File: config.mk
export PLATFORM = sky130hd
export DESIGN_NAME = quad_decoder
export DESIGN_NICKNAME = d
export VERILOG_FILES = /design/src/rtl/quad_decoder_pkg.sv /design/src/rtl/quad_decoder_step.sv /design/src/rtl/quad_decoder.sv
export SDC_FILE = /design/constraint.sdc
export NUM_CORES = 1
export LEC_CHECK = 0
export BUFFER_PORTS_ARGS = -buffer_cell sky130_fd_sc_hd__buf_4
export CAP_MARGIN = 20
export CORE_MARGIN = 4
export CORE_UTILIZATION = 63
export CTS_CLUSTER_SIZE = 40
export DETAILED_ROUTE_END_ITERATION = 16
export HOLD_SLACK_MARGIN = 0.06
export PLACE_DENSITY = 0.9
export SLEW_MARGIN = 20
export SYNTH_ARGS = -nofsm -noshare
export SYNTH_HDL_FRONTEND = slang
export SYNTH_SLANG_ARGS = --single-unit
File: constraint.sdc
create_clock -name clk -period 13.4 [get_ports clk]
set_clock_uncertainty 0.1 [all_clocks]
set_input_delay 2.01 -clock clk [delete_from_list [all_inputs] [get_ports clk]]
set_output_delay 2.01 -clock clk [all_outputs]
set_load 0.1 [all_outputs]
File: src/rtl/quad_decoder_pkg.sv
// Shared step codes and default widths for the quadrature decoder.
package quad_decoder_pkg;

    localparam int unsigned QD_WIDTH     = 32;
    localparam int unsigned QD_ERR_WIDTH = 8;

    typedef enum logic [1:0] {
        STEP_NONE = 2'd0,
        STEP_UP   = 2'd1,
        STEP_DN   = 2'd2,
        STEP_ERR  = 2'd3
    } step_e;

endpackage

File: src/rtl/quad_decoder_step.sv
// Combinational {A,B} transition decode: previous/current sample to step code.
module quad_step_decode
    import quad_decoder_pkg::*;
(
    input  logic [1:0] prev_ab_i,
    input  logic [1:0] cur_ab_i,
    output step_e      step_o
);

    // A-leading sequence 00 -> 10 -> 11 -> 01 -> 00 counts up
    always_comb begin
        step_o = STEP_NONE;
        case ({prev_ab_i, cur_ab_i})
            4'b00_10, 4'b10_11, 4'b11_01, 4'b01_00: step_o = STEP_UP;
            4'b10_00, 4'b11_10, 4'b01_11, 4'b00_01: step_o = STEP_DN;
            4'b00_11, 4'b11_00, 4'b10_01, 4'b01_10: step_o = STEP_ERR;
            default:                                step_o = STEP_NONE;
        endcase
    end

endmodule

File: src/rtl/quad_decoder.sv
// x4 quadrature decoder with index latch and saturating error count.
// Optional edge-interval period output when QUAD_DECODER_PERIOD_EN is defined.
module quad_decoder
    import quad_decoder_pkg::*;
#(
    parameter int unsigned WIDTH       = QD_WIDTH,
    parameter int unsigned ERR_WIDTH   = QD_ERR_WIDTH,
    parameter int unsigned INDEX_RESET = 0
) (
    input  logic                 clk,
    input  logic                 rst_n,
    input  logic                 a,
    input  logic                 b,
    input  logic                 z,
    input  logic                 index_arm,
    input  logic                 index_clr,
    input  logic                 err_clr,
    output logic [WIDTH-1:0]     position,
    output logic [WIDTH-1:0]     index_pos,
    output logic                 index_seen,
    output logic [ERR_WIDTH-1:0] err_cnt
`ifdef QUAD_DECODER_PERIOD_EN
    ,
    output logic [WIDTH-1:0]     period
`endif
);

    logic [2:0]           cur_q, prev_q;
    logic [WIDTH-1:0]     pos_q, pos_d, ipos_q, ipos_d, pos_step;
    logic                 seen_q, seen_d, index_evt;
    logic [ERR_WIDTH-1:0] err_q, err_d;
    step_e                step;

    quad_step_decode u_step (
        .prev_ab_i (prev_q[2:1]),
        .cur_ab_i  (cur_q[2:1]),
        .step_o    (step)
    );

    assign index_evt = index_arm & cur_q[0] & ~prev_q[0];

    always_comb begin
        case (step)
            STEP_UP: pos_step = pos_q + WIDTH'(1);
            STEP_DN: pos_step = pos_q - WIDTH'(1);
            default: pos_step = pos_q;
        endcase

        pos_d  = pos_step;
        ipos_d = ipos_q;
        seen_d = seen_q;
        if (index_evt) begin
            // index_pos always records the post-step value, even when the counter is zeroed
            ipos_d = pos_step;
            seen_d = 1'b1;
            if (INDEX_RESET != 0) pos_d = '0;
        end else if (index_clr) begin
            seen_d = 1'b0;
        end

        err_d = err_q;
        if (err_clr) begin
            err_d = (step == STEP_ERR) ? ERR_WIDTH'(1) : '0;
        end else if (step == STEP_ERR && err_q != '1) begin
            err_d = err_q + ERR_WIDTH'(1);
        end
    end

    always_ff @(posedge clk or negedge rst_n) begin
        if (!rst_n) begin
            cur_q  <= '0;
            prev_q <= '0;
            pos_q  <= '0;
            ipos_q <= '0;
            seen_q <= 1'b0;
            err_q  <= '0;
        end else begin
            cur_q  <= {a, b, z};
            prev_q <= cur_q;
            pos_q  <= pos_d;
            ipos_q <= ipos_d;
            seen_q <= seen_d;
            err_q  <= err_d;
        end
    end

    assign position   = pos_q;
    assign index_pos  = ipos_q;
    assign index_seen = seen_q;
    assign err_cnt    = err_q;

`ifdef QUAD_DECODER_PERIOD_EN
    logic [WIDTH-1:0] ivl_q, ivl_d, per_q, per_d;

    // The saturated increment doubles as "interval + 1" captured on a legal step
    always_comb begin
        ivl_d = (ivl_q == '1) ? ivl_q : ivl_q + WIDTH'(1);
        per_d = per_q;
        if (step == STEP_UP || step == STEP_DN) begin
            per_d = ivl_d;
            ivl_d = '0;
        end
    end

    always_ff @(posedge clk or negedge rst_n) begin
        if (!rst_n) begin
            ivl_q <= '0;
            per_q <= '1;
        end else begin
            ivl_q <= ivl_d;
            per_q <= per_d;
        end
    end

    assign period = per_q;
`endif

endmodule

Yosys cells after proc, flatten, opt, wreduce, memory -nomap -nowiden
Memory sizes are Yosys's and may differ from the RTL's.
Cells that the tools add are included.

cells by class
  add/subtract/negate cells = 3
  equal/unequal tests = 4
  muxes and demuxes = 6
  bitwise logic cells = 3
  reductions and logical operators = 3

operators by type and width
  cell                                                                    number
  32-bit case mux with 2 select lines                                     1
  32-bit by 1-bit adder with 32-bit output (second input constant)        1
  32-bit by 1-bit subtractor with 32-bit output (second input constant)   1
  8-bit two-way mux                                                       2
  8-bit by 1-bit adder with 8-bit output (second input constant)          1
  8-bit inequality test (second input constant)                           1
  2-bit equality test (second input constant)                             2
  2-bit nonzero test                                                      2
  1-bit two-way mux                                                       3
  1-bit bitwise AND                                                       2
  2-bit by 1-bit equality test with 1-bit output (second input constant)  1
  1-bit logical AND                                                       1
  1-bit inverter                                                          1

storage, ports and cells
  bits in registers = 79
  memory bits (read-only) = 32
  input bits = 8
  output and inout bits = 73
  word-level logic and storage cells = 26
  memories kept = 1

memory list
  memory            words  bits a word  rd ports  clocked after Yosys merged registers in  wr ports  line                     RTL
  (name not given)  16     2            1         0                                        0         quad_decoder_step.sv:13  case ({prev_ab_i, cur_ab_i})

Logic depth before layout (Yosys ltp)
Gate-level depths: netlist of run 1.
An unclocked memory read counts as a cell.

  word-level depth = 5
  depth in mapped cells = 21
  mapped depth without buffers = 15

By module
Synthesis of run 1 repeated with hierarchy kept, for this count alone.

second synthesis, totals
  cell total of the unflattened synthesis = 626
  area, all modules = 5572.8 um2

by module, submodules not included
  module            times used  cells each  area an instance (um2)  sequential area each (um2)
  quad_decoder      1           617         5517.8                  1976.9
  quad_step_decode  1           9           55.1                    0.0

Worst setup path after synthesis of run 1
OpenSTA, ideal clock, no wires.

  path kind = reg2reg
  start point = reg cur_q[2]
  end point = reg ipos_q[30], in the netlist index_pos[30]
  library setup time = 124 ps
  arrival time = 4128 ps
  required time = 13176 ps
  setup slack = 9049 ps
  stages on the path, launching flop included = 20
  path buffers = 6
  period minus slack after synthesis = 4351 ps
  path through = dfrtp_1 -> nor2b_1 -> o31ai_1 -> ha_1 -> buf_6 -> buf_6 -> buf_6 -> buf_2 -> buf_2 -> buf_1 -> xor2_1 -> ha_1 -> and3b_1 -> o21ai_1 -> a22oi_1 -> o211ai_1 -> or3b_1 -> xnor2_1 -> and3_1 -> o31a_1

on the way
  cells in the longest elaborated chain, start to end = 3
  elaborated cells on any way between the ends = 4
  classes of those cells = eq/ne (2); mux (1); memory (1)

ends and longest elaborated chain
  item                                                                                          line                RTL
  start, declared                                                                               quad_decoder.sv:28  logic [2:0] cur_q, prev_q;
  start signal, assigned                                                                        quad_decoder.sv:78  cur_q <= {a, b, z};
  memory 16 x 2 bit (*)                                                                         --
  2-bit equality test / 2-bit by 1-bit equality test with 1-bit output (equally long branches)  quad_decoder.sv:43  case (step)
  32-bit case mux with 2 select lines (*)                                                       quad_decoder.sv:43
  end signal, assigned                                                                          quad_decoder.sv:81  ipos_q <= ipos_d;
  end, declared                                                                                 quad_decoder.sv:29  logic [WIDTH-1:0] pos_q, pos_d, ipos_q, ipos_d, pos_step;

Every way passes the cells marked *; elsewhere a longest branch is shown, timed or not.
A chain may end at the register's enable or synchronous reset.

Final worst setup path of run 1
Ends and elaborated chain as after synthesis.

==> reports/results.ini, run 1 <==
[clocking]
path_clk_slew_ns = 0.09
post-cts-setup-buffer-count = 0
cts_hold_repair.buffers = 0
clock_tree.buffer_depth = 2
cts_repair_resize_count = 0
insertion_delay_ns = 0.36
master_cell_of_the_clock_root_buffer = clkbuf_8
cts.sinks = 79
htreeDepth = 3
cts-buffers-inserted = 9
cts_tree = done

[sta]
setup_repair_after_global_routing_missed_its_margin = false
finalSetupViolCount = 0
least_margin_pin_slew_ns = 0.967
final.setup.worst_slack_ns = 8.98
hold_viol = 0
relative_slew_slack = 0.355
maxSlewViolCount = 0
setup_tns_ns = 0
final_clock_period_utilization_by_the_worst_path = 0.330
max_freq_ghz = 0.226
finalHoldWorstSlack_ns = 0.287
post-route-min-period_ns = 4.42

[route]
postRouteWirelength_mm = 14.3
detail_route.first_pass.iterations = 5
detailedRoute.firstIterationViolations = 498
drc = 0
wl_per_cell_um = 18.4
ant_nets = 0
vias = 5215
vias_per_cell = 6.73

[setup_path]
worst-setup-path-type = reg2reg
destination_of_the_worst_register_to_register_timing_path = index_pos[30]
reg2reg_depth = 14
reg2reg_slack_ns = 8.98
endpoint_kind = register
cp_data_arrival_time_ns = 4.58
worst-path-max-fanout = 92
cp-endpoint = index_pos[30]
worstReg2RegStart = cur_q[2]
worst_setup_path_startpoint = cur_q[2]
startpoint_type = register
worst_ep_required_time_ns = 13.55

[finish]
most_frequent_standard_cell_in_the_layout_excluding_fill_and_tap_cells = buf_4
multi_input_area_mm2 = 0.00329
drive_gt1_frac = 0.235
commonest_cells_after_routing_fill_and_taps_aside = buf_4, dfrtp_1, nand2_1, nor2_1, o21ai_0
finalNetCount = 675
layout.core_utilization = 0.724
register_cell_area_after_layout_mm2 = 0.00198
area.growth.synth_to_final_pct = 12.3
antenna_cells_inserted = 0
final.fill_count = 650

[logic_synthesis]
ys.flop_type = dfrtp_1
synth_area_per_cell_um2 = 8.97
yosysSeqAreaShare = 0.353
yosys_warnings = 0
synth.largest_area_cell = dfrtp_1
synthTopCellsByArea = dfrtp_1, mux2_2, xnor2_1, nand2_1, o21ai_0
postSynth.asyncResetShare = 1.00
synth.top_cell.area_share = 0.353
synthesis.instances = 624
synth_cell_types = 85
synth.net_count = 637
synth_edf_count = 0
ys_ff_latch = 79
synth.cell_area_mm2 = 0.00560

[global_routing]
grt_first_pass_wirelength_mm = 23.4
grt_start_max_net_pins = 93
globalRouteOverflowTotal = 0
grtUsageTotal = 0.278
grt_antenna_before_repair = 0
grt_pass1_vias = 4880

[outcome]
outcome = complete, no violations

[flow_run]
maxCapViolations = 0

[floorplan]
floorplan.die_area_mm2 = 0.0105
floorplan.die.height_um = 102
starting_density_of_the_core = 0.645
std_cell_rows = 34
ioPinCount = 81
core_area_mm2 = 0.00868
die_extent_in_x_um = 102

[place]
pre_cts_ws_ns = 9.07
place.port_buffers = 80
dp_hpwl_mm = 9.68
finalWeightedCongestion = 0.899

[worst_hold_path]
hold_path_class = reg2reg

==> layer usage <==
layer / track usage / up-vias / part of all wire
met3: 0.0676 / 48 / 0.084
met2: 0.455 / 297 / 0.49
met4: 0.105 / 0 / 0.026
li1: - / 2355 / -
met1: 0.358 / 2515 / 0.40
met5: 0 / - / 0
==> worst min path at each step <==
stage          cells past startpoint  slack (ns)   endpoint      from
5_1_grt                            0        0.29  prev_q[0]  cur_q[0]
3_5_place_dp                       0        0.27  prev_q[0]  cur_q[0]
6_report                           0        0.29  prev_q[0]  cur_q[0]
2_1_floorplan                      0        0.25  prev_q[0]  cur_q[0]
4_1_cts                            0        0.29  prev_q[0]  cur_q[0]
3_3_place_gp                       0        0.26  prev_q[0]  cur_q[0]
==> layout make-up <==
type	count	share of cell area
inverters	13	0.00776
repair buffers	84	0.100
flip-flops and latches	79	0.314
multi-input cells	475	0.524
well taps	108	0.0215
clock inverters	7	0.0125
clock buffers	9	0.0197
==> metrics by stage <==
| stage | cell area (um2) | std cells |
|---|---|---|
| floorplan | 5600 | 624 |
| global placement | 6080 | 759 |
| detailed placement | 6080 | 759 |
| CTS | 6290 | 775 |
| global route | 6290 | 775 |
| finish | 6290 | 775 |
==> critical path, cell delays in order, from the launching register on <==
cell and delay, ns:
dfrtp_1 0.44, nor2b_1 0.16, o31ai_1 0.34, ha_2 0.25
buf_4 0.64, xor2_1 0.17, ha_1 0.26, and3b_1 0.20
o21ai_1 0.29, a22oi_1 0.24, o211ai_1 0.21, or3b_1 0.38
xnor2_1 0.14, and3_1 0.23, o31a_1 0.27
==> cells by family (layout without fill, tap and decap cells) <==
family	after synthesis	after routing	share of synthesized area
compound gates	185	185	0.244
mux	31	31	0.0613
flops	79	79	0.353
buf+inv	70	113	0.0592
fa+ha+maj	5	5	0.0112
xor+xnor	41	41	0.0642
simple gates	213	213	0.207
==> sequential cells by signal, summed over array words and instances, names as in the netlist <==
name	count
prev_q	3
index_seen	1
err_cnt	8
position	32
index_pos	32
cur_q	3
==> synth_stat cells (all sizes together), types with 3 or more instances <==
cell type	number
or2	4
a21o	6
clkbuf	29
xnor2	25
and4b	4
or4b	4
a31oi	8
nor3	28
nand3	12
o31a	12
mux2i	8
o2111a	3
a211oi	8
nand3b	4
a32o	3
nor2b	9
and3	13
o22a	6
o21ai	45
or3b	4
o31ai	7
nand2b	6
ha	5
nor2	37
inv	13
o22ai	9
buf	28
and3b	4
a32oi	6
nor4	6
dfrtp	79
mux2	23
o211ai	7
xor2	16
o21a	11
a21oi	31
a22oi	4
nand4	5
nand2	55
or3	5
and2	7
Power of run 1 is not shown: default switching activity piles up to over one toggle a cycle in this logic, so the estimate is an artifact.
==> run 2, diff against run 1 <==
ABC_AREA = 1   (was default)
CORE_UTILIZATION = 53   (was 63)
PLACE_DENSITY = 0.81   (was 0.9)
clock period = 3.6 ns   (was 13.4 ns; I/O delays follow)
==> reports/results.ini, run 2 <==
[logic_synthesis]
synth.cell_area_mm2 = 0.00570
synthesis.instances = 924
postSynth.asyncResetShare = 1.00
ys.flop_type = dfrtp_1
synth.largest_area_cell = dfrtp_1
yosysMostFrequentCell = nand2_1
ys_ff_latch = 79
yosys_warnings = 0
yosysSeqAreaShare = 0.347
synth_cell_types = 39
synth.net_count = 937
synth_area_per_cell_um2 = 6.17
synthTopCellsByArea = dfrtp_1, nand2_1, inv_1, nand3_1, nor2_1
synth.top_cell.area_share = 0.347
synth_edf_count = 0
synth_commonest_cells = nand2_1, inv_1, dfrtp_1, nand3_1, nor2_1

[worst_hold_path]
hold_path_class = in2reg
holdCritStartpoint = z

[global_routing]
grt_start_max_net_pins = 80
grtUsageTotal = 0.271
globalRouteOverflowTotal = 0
grt_pass1_vias = 5326
grt_antenna_before_repair = 0
grt_first_pass_wirelength_mm = 27.3

[finish]
commonest_cells_after_routing_fill_and_taps_aside = nand2_1, inv_1, buf_4, dfrtp_1, nand3_1
area.growth.synth_to_final_pct = 15.9
multi_input_area_mm2 = 0.00303
most_frequent_standard_cell_in_the_layout_excluding_fill_and_tap_cells = nand2_1
layout.core_utilization = 0.634
finalNetCount = 1013
antenna_cells_inserted = 0
drive_gt1_frac = 0.147
register_cell_area_after_layout_mm2 = 0.00198
final.fill_count = 996

[floorplan]
std_cell_rows = 37
starting_density_of_the_core = 0.547
die_extent_in_x_um = 112
floorplan.die_area_mm2 = 0.0125
floorplan.die.height_um = 112
core_area_mm2 = 0.0104
ioPinCount = 81

[clocking]
clock_tree.buffer_depth = 2
path_clk_slew_ns = 0.07
post-cts-setup-buffer-count = 0
cts_repair_resize_count = 0
cts.sinks = 79
cts-buffers-inserted = 9
insertion_delay_ns = 0.35
cts_tree = done
master_cell_of_the_clock_root_buffer = clkbuf_8
cts_hold_repair.buffers = 0
htreeDepth = 3

[sta]
finalSetupViolCount = 0
hold_viol = 0
relative_slew_slack = 0.361
max_freq_ghz = 0.310
maxSlewViolCount = 0
final_clock_period_utilization_by_the_worst_path = 0.896
post-route-min-period_ns = 3.22
least_margin_pin_slew_ns = 0.958
finalHoldWorstSlack_ns = 0.197
setup_repair_after_global_routing_missed_its_margin = false
setup_tns_ns = 0

[setup_path]
worst_setup_path_startpoint = cur_q[2]
endpoint_kind = register
startpoint_type = register
worst-setup-path-type = reg2reg
worst-path-max-fanout = 23
cp_data_arrival_time_ns = 3.35
worst_ep_required_time_ns = 3.73
worstReg2RegStart = cur_q[2]

[place]
finalWeightedCongestion = 1.02
dp_hpwl_mm = 13.1
place.port_buffers = 80

[outcome]
outcome = complete, no violations

[route]
vias = 5775
ant_nets = 0
postRouteWirelength_mm = 16.5
drc = 0
detail_route.first_pass.iterations = 7
vias_per_cell = 5.07
detailedRoute.firstIterationViolations = 557
wl_per_cell_um = 14.5

[flow_run]
maxCapViolations = 0

[run 2: cell count changes after synthesis, moves of 14 or more]
| cell | change |
|---|---|
| o21ai_0 | -27 |
| nand3_1 | +60 |
| xnor2_1 | -22 |
| nor3_1 | -24 |
| clkbuf_1 | -21 |
| nand2_1 | +334 |
| nor2_1 | +34 |
| inv_1 | +124 |
| a21oi_1 | +14 |
| mux2_2 | -23 |
[run 2: kinds of logic after synthesis]
| kind of cell | Yosys count | share of synthesized area |
|---|---|---|
| compound gates | 78 | 0.0766 |
| fa+ha+maj | 5 | 0.0110 |
| xor+xnor | 14 | 0.0261 |
| simple gates | 576 | 0.417 |
| flops | 79 | 0.347 |
| buf+inv | 172 | 0.123 |
[run 2: cell type report]
cell class                      instances  share of cell area
Sequential cell                        79               0.299
Tap cell                              136              0.0258
Clock buffer                           11              0.0214
Inverter                              149              0.0847
Timing Repair Buffer                   88               0.100
Clock inverter                          3              0.0104
Multi-Input combinational cell        673               0.458
[run 2: worst max-delay path: stages, from the launching register on]
cell and delay [ns]:
dfrtp_1 0.35, inv_1 0.07, nand2_1 0.07, o21ai_0 0.08
a22oi_1 0.30, ha_2 0.29, buf_4 0.28, nand2_2 0.11
nand2_1 0.08, inv_1 0.04, ha_1 0.16, o21bai_1 0.21
nand2_1 0.13, nand2_1 0.09, nand3_1 0.09, nand3_1 0.16
nand2_1 0.12, nand2_1 0.06, nand2_1 0.05, nand3_1 0.09
nand3_1 0.10, nand2_1 0.07
[run 2: final timing paths]
path | endpoint | slack [ns] | cells after the start
hold reg to reg | prev_q[2] | 0.29 | 0
setup / recovery | index_pos[28] | 0.38 | 21
hold / removal | cur_q[0] | 0.20 | 1
max in group asynchronous | index_pos[25] | 2.54 | 1
min in group asynchronous | index_pos[0] | 0.25 | 1
setup reg to reg | index_pos[28] | 0.38 | 21
[run 2: per-stage QoR]
stage	std cells	setup slack, ns	area, um2
floorplan	924	0.794	5700
global placement	1125	0.505	6390
detailed placement	1125	0.397	6390
CTS	1139	0.385	6610
global route	1139	0.0124	6610
finish	1139	0.376	6610
[run 2: per-layer routing]
metal / global-route usage / share of wire / up-vias
met5: 0 / 0 / -
met4: 0.0697 / 0.016 / 0
met3: 0.0576 / 0.11 / 19
met2: 0.386 / 0.41 / 232
met1: 0.418 / 0.46 / 2565
li1: - / - / 2959
Power of run 2 is left out for the same reason.
==> run 3, diff against run 2 <==
BUFFER_PORTS_ARGS = default   (was -buffer_cell sky130_fd_sc_hd__buf_4)
CORE_UTILIZATION = 56   (was 53)
DONT_BUFFER_PORTS = 1   (was default)
PLACE_DENSITY = 0.77   (was 0.81)
==> reports/results.ini, run 3 (synthesis gave the netlist of run 2 again) <==
[setup_path]
cp_max_delay_cell = dfrtp_1
path_common_cell = nand2_1
worst-path-max-fanout = 24
startpoint_type = register
path_cells = nand2_1 > o21ai_0 > a22oi_1 > ha_2 > buf_4 > nand2_2 > nand2_1 > inv_1 > ha_1 > o21bai_1 > nand3_1 > nand3_1 > nand2_1 > nand2_2 > nand2_1 > nand2_1 > nand2_1 > nand3_1 > and2_1
critical-path-max-stage-delay_ns = 0.41
worst_ep_required_time_ns = 3.74
reg2reg_slack_ns = 0.31
cp_data_arrival_time_ns = 3.43
worst-setup-path-type = reg2reg
endpoint_kind = register

[clocking]
insertion_delay_ns = 0.35
cts.sinks = 79
master_cell_of_the_clock_root_buffer = clkbuf_8
path_clk_slew_ns = 0.07
htreeDepth = 3
clock_tree.buffer_depth = 2
cts_tree = done
cts-buffers-inserted = 9
post-cts-setup-buffer-count = 0

[sta]
setup_tns_ns = 0
max_freq_ghz = 0.304
finalSetupViolCount = 0
setup_repair_after_global_routing_missed_its_margin = false
hold_viol = 0
post-route-min-period_ns = 3.29
final_clock_period_utilization_by_the_worst_path = 0.914
relative_slew_slack = 0.349
least_margin_pin_slew_ns = 0.977
maxSlewViolCount = 0

[finish]
most_frequent_standard_cell_in_the_layout_excluding_fill_and_tap_cells = nand2_1
drive_gt1_frac = 0.112
area.growth.synth_to_final_pct = 11.0
antenna_cells_inserted = 0
finalNetCount = 973
commonest_cells_after_routing_fill_and_taps_aside = nand2_1, inv_1, dfrtp_1, nand3_1, nor2_1
layout.core_utilization = 0.644
final.fill_count = 936

[place]
finalWeightedCongestion = 0.916
dp_hpwl_mm = 12.6
place.port_buffers = 0

[global_routing]
grt_start_max_net_pins = 80
grtUsageTotal = 0.285
grt_antenna_before_repair = 0
grt_first_pass_wirelength_mm = 26.1
grt_pass1_vias = 5016
globalRouteOverflowTotal = 0

[outcome]
outcome = complete, no violations

[route]
vias = 5554
detail_route.first_pass.iterations = 5
drc = 0
ant_nets = 0
vias_per_cell = 5.06
wl_per_cell_um = 14.4
detailedRoute.firstIterationViolations = 540
postRouteWirelength_mm = 15.8

[floorplan]
core_area_mm2 = 0.00982
starting_density_of_the_core = 0.580
std_cell_rows = 36
floorplan.die.height_um = 109
floorplan.die_area_mm2 = 0.0119
die_extent_in_x_um = 109
ioPinCount = 81

[flow_run]
maxCapViolations = 0

[worst_hold_path]
hold_path_class = in2reg

-- run 3: cell types whose count changed in the layout (fill, tap and decap cells not counted), sizes merged --
cell / before / now
dlygate4sd3: 0 / 1
clkbuf: 11 / 9
clkinv: 2 / 4
buf: 88 / 47
clkinvlp: 0 / 1
-- run 3: layer usage --
metal / global-route usage / wire (um) / vias up
met5: 0 / 0 / -
met4: 0.0676 / 212 / 0
met3: 0.0663 / 1710 / 17
met2: 0.397 / 6490 / 233
met1: 0.445 / 7420 / 2432
li1: - / - / 2872
-- run 3: cell type report --
cell class,count,area [um2],area share
sequential,79,1980,0.313
tap,133,166,0.0263
clock inverter,6,86.3,0.0137
timing repair buffer,48,383,0.0605
clock buffer,9,124,0.0196
multi-input combinational,673,3030,0.479
inverter,149,559,0.0884
-- run 3: through the flow --
| stage | cell area [um2] | hold WS [ns] | worst slack (ns) | std cells |
|---|---|---|---|---|
| finish | 6320 | 0.114 | 0.308 | 1097 |
| global route | 6320 | 0.0894 | 0.0438 | 1097 |
| CTS | 6320 | 0.0987 | 0.353 | 1097 |
| detailed placement | 6080 | 0.146 | 0.408 | 1080 |
| global placement | 6080 | 0.146 | 0.497 | 1080 |
| floorplan | 5700 | 0.144 | 0.794 | 924 |
-- run 3: repair_timing --
| item | in CTS | in global routing |
|---|---|---|
| resized for setup | 0 | 0 |
| hold buffers | 2 | 0 |
| hold endpoints to repair | 79 | 0 |
-- run 3: critical path: cells and delay by family (launching register included) --
kind / cells / cell delay, ns
AND/OR/NAND/NOR: 12 / 1.30
adder cells (fa/ha/maj): 2 / 0.44
buffers and inverters: 2 / 0.32
flip-flops: 1 / 0.41
AO/OA/AOI/OAI: 3 / 0.62
-- run 3: worst paths after layout --
kind,start,endpoint,cells past startpoint
max,prev_q[1],position[22],19
min,z,cur_q[0],0
max reg2reg,prev_q[1],position[22],19
min reg2reg,cur_q[2],prev_q[2],0
max in group asynchronous,rst_n,position[22],2
min in group asynchronous,rst_n,index_pos[9],2
Power of run 3 is left out for the same reason.
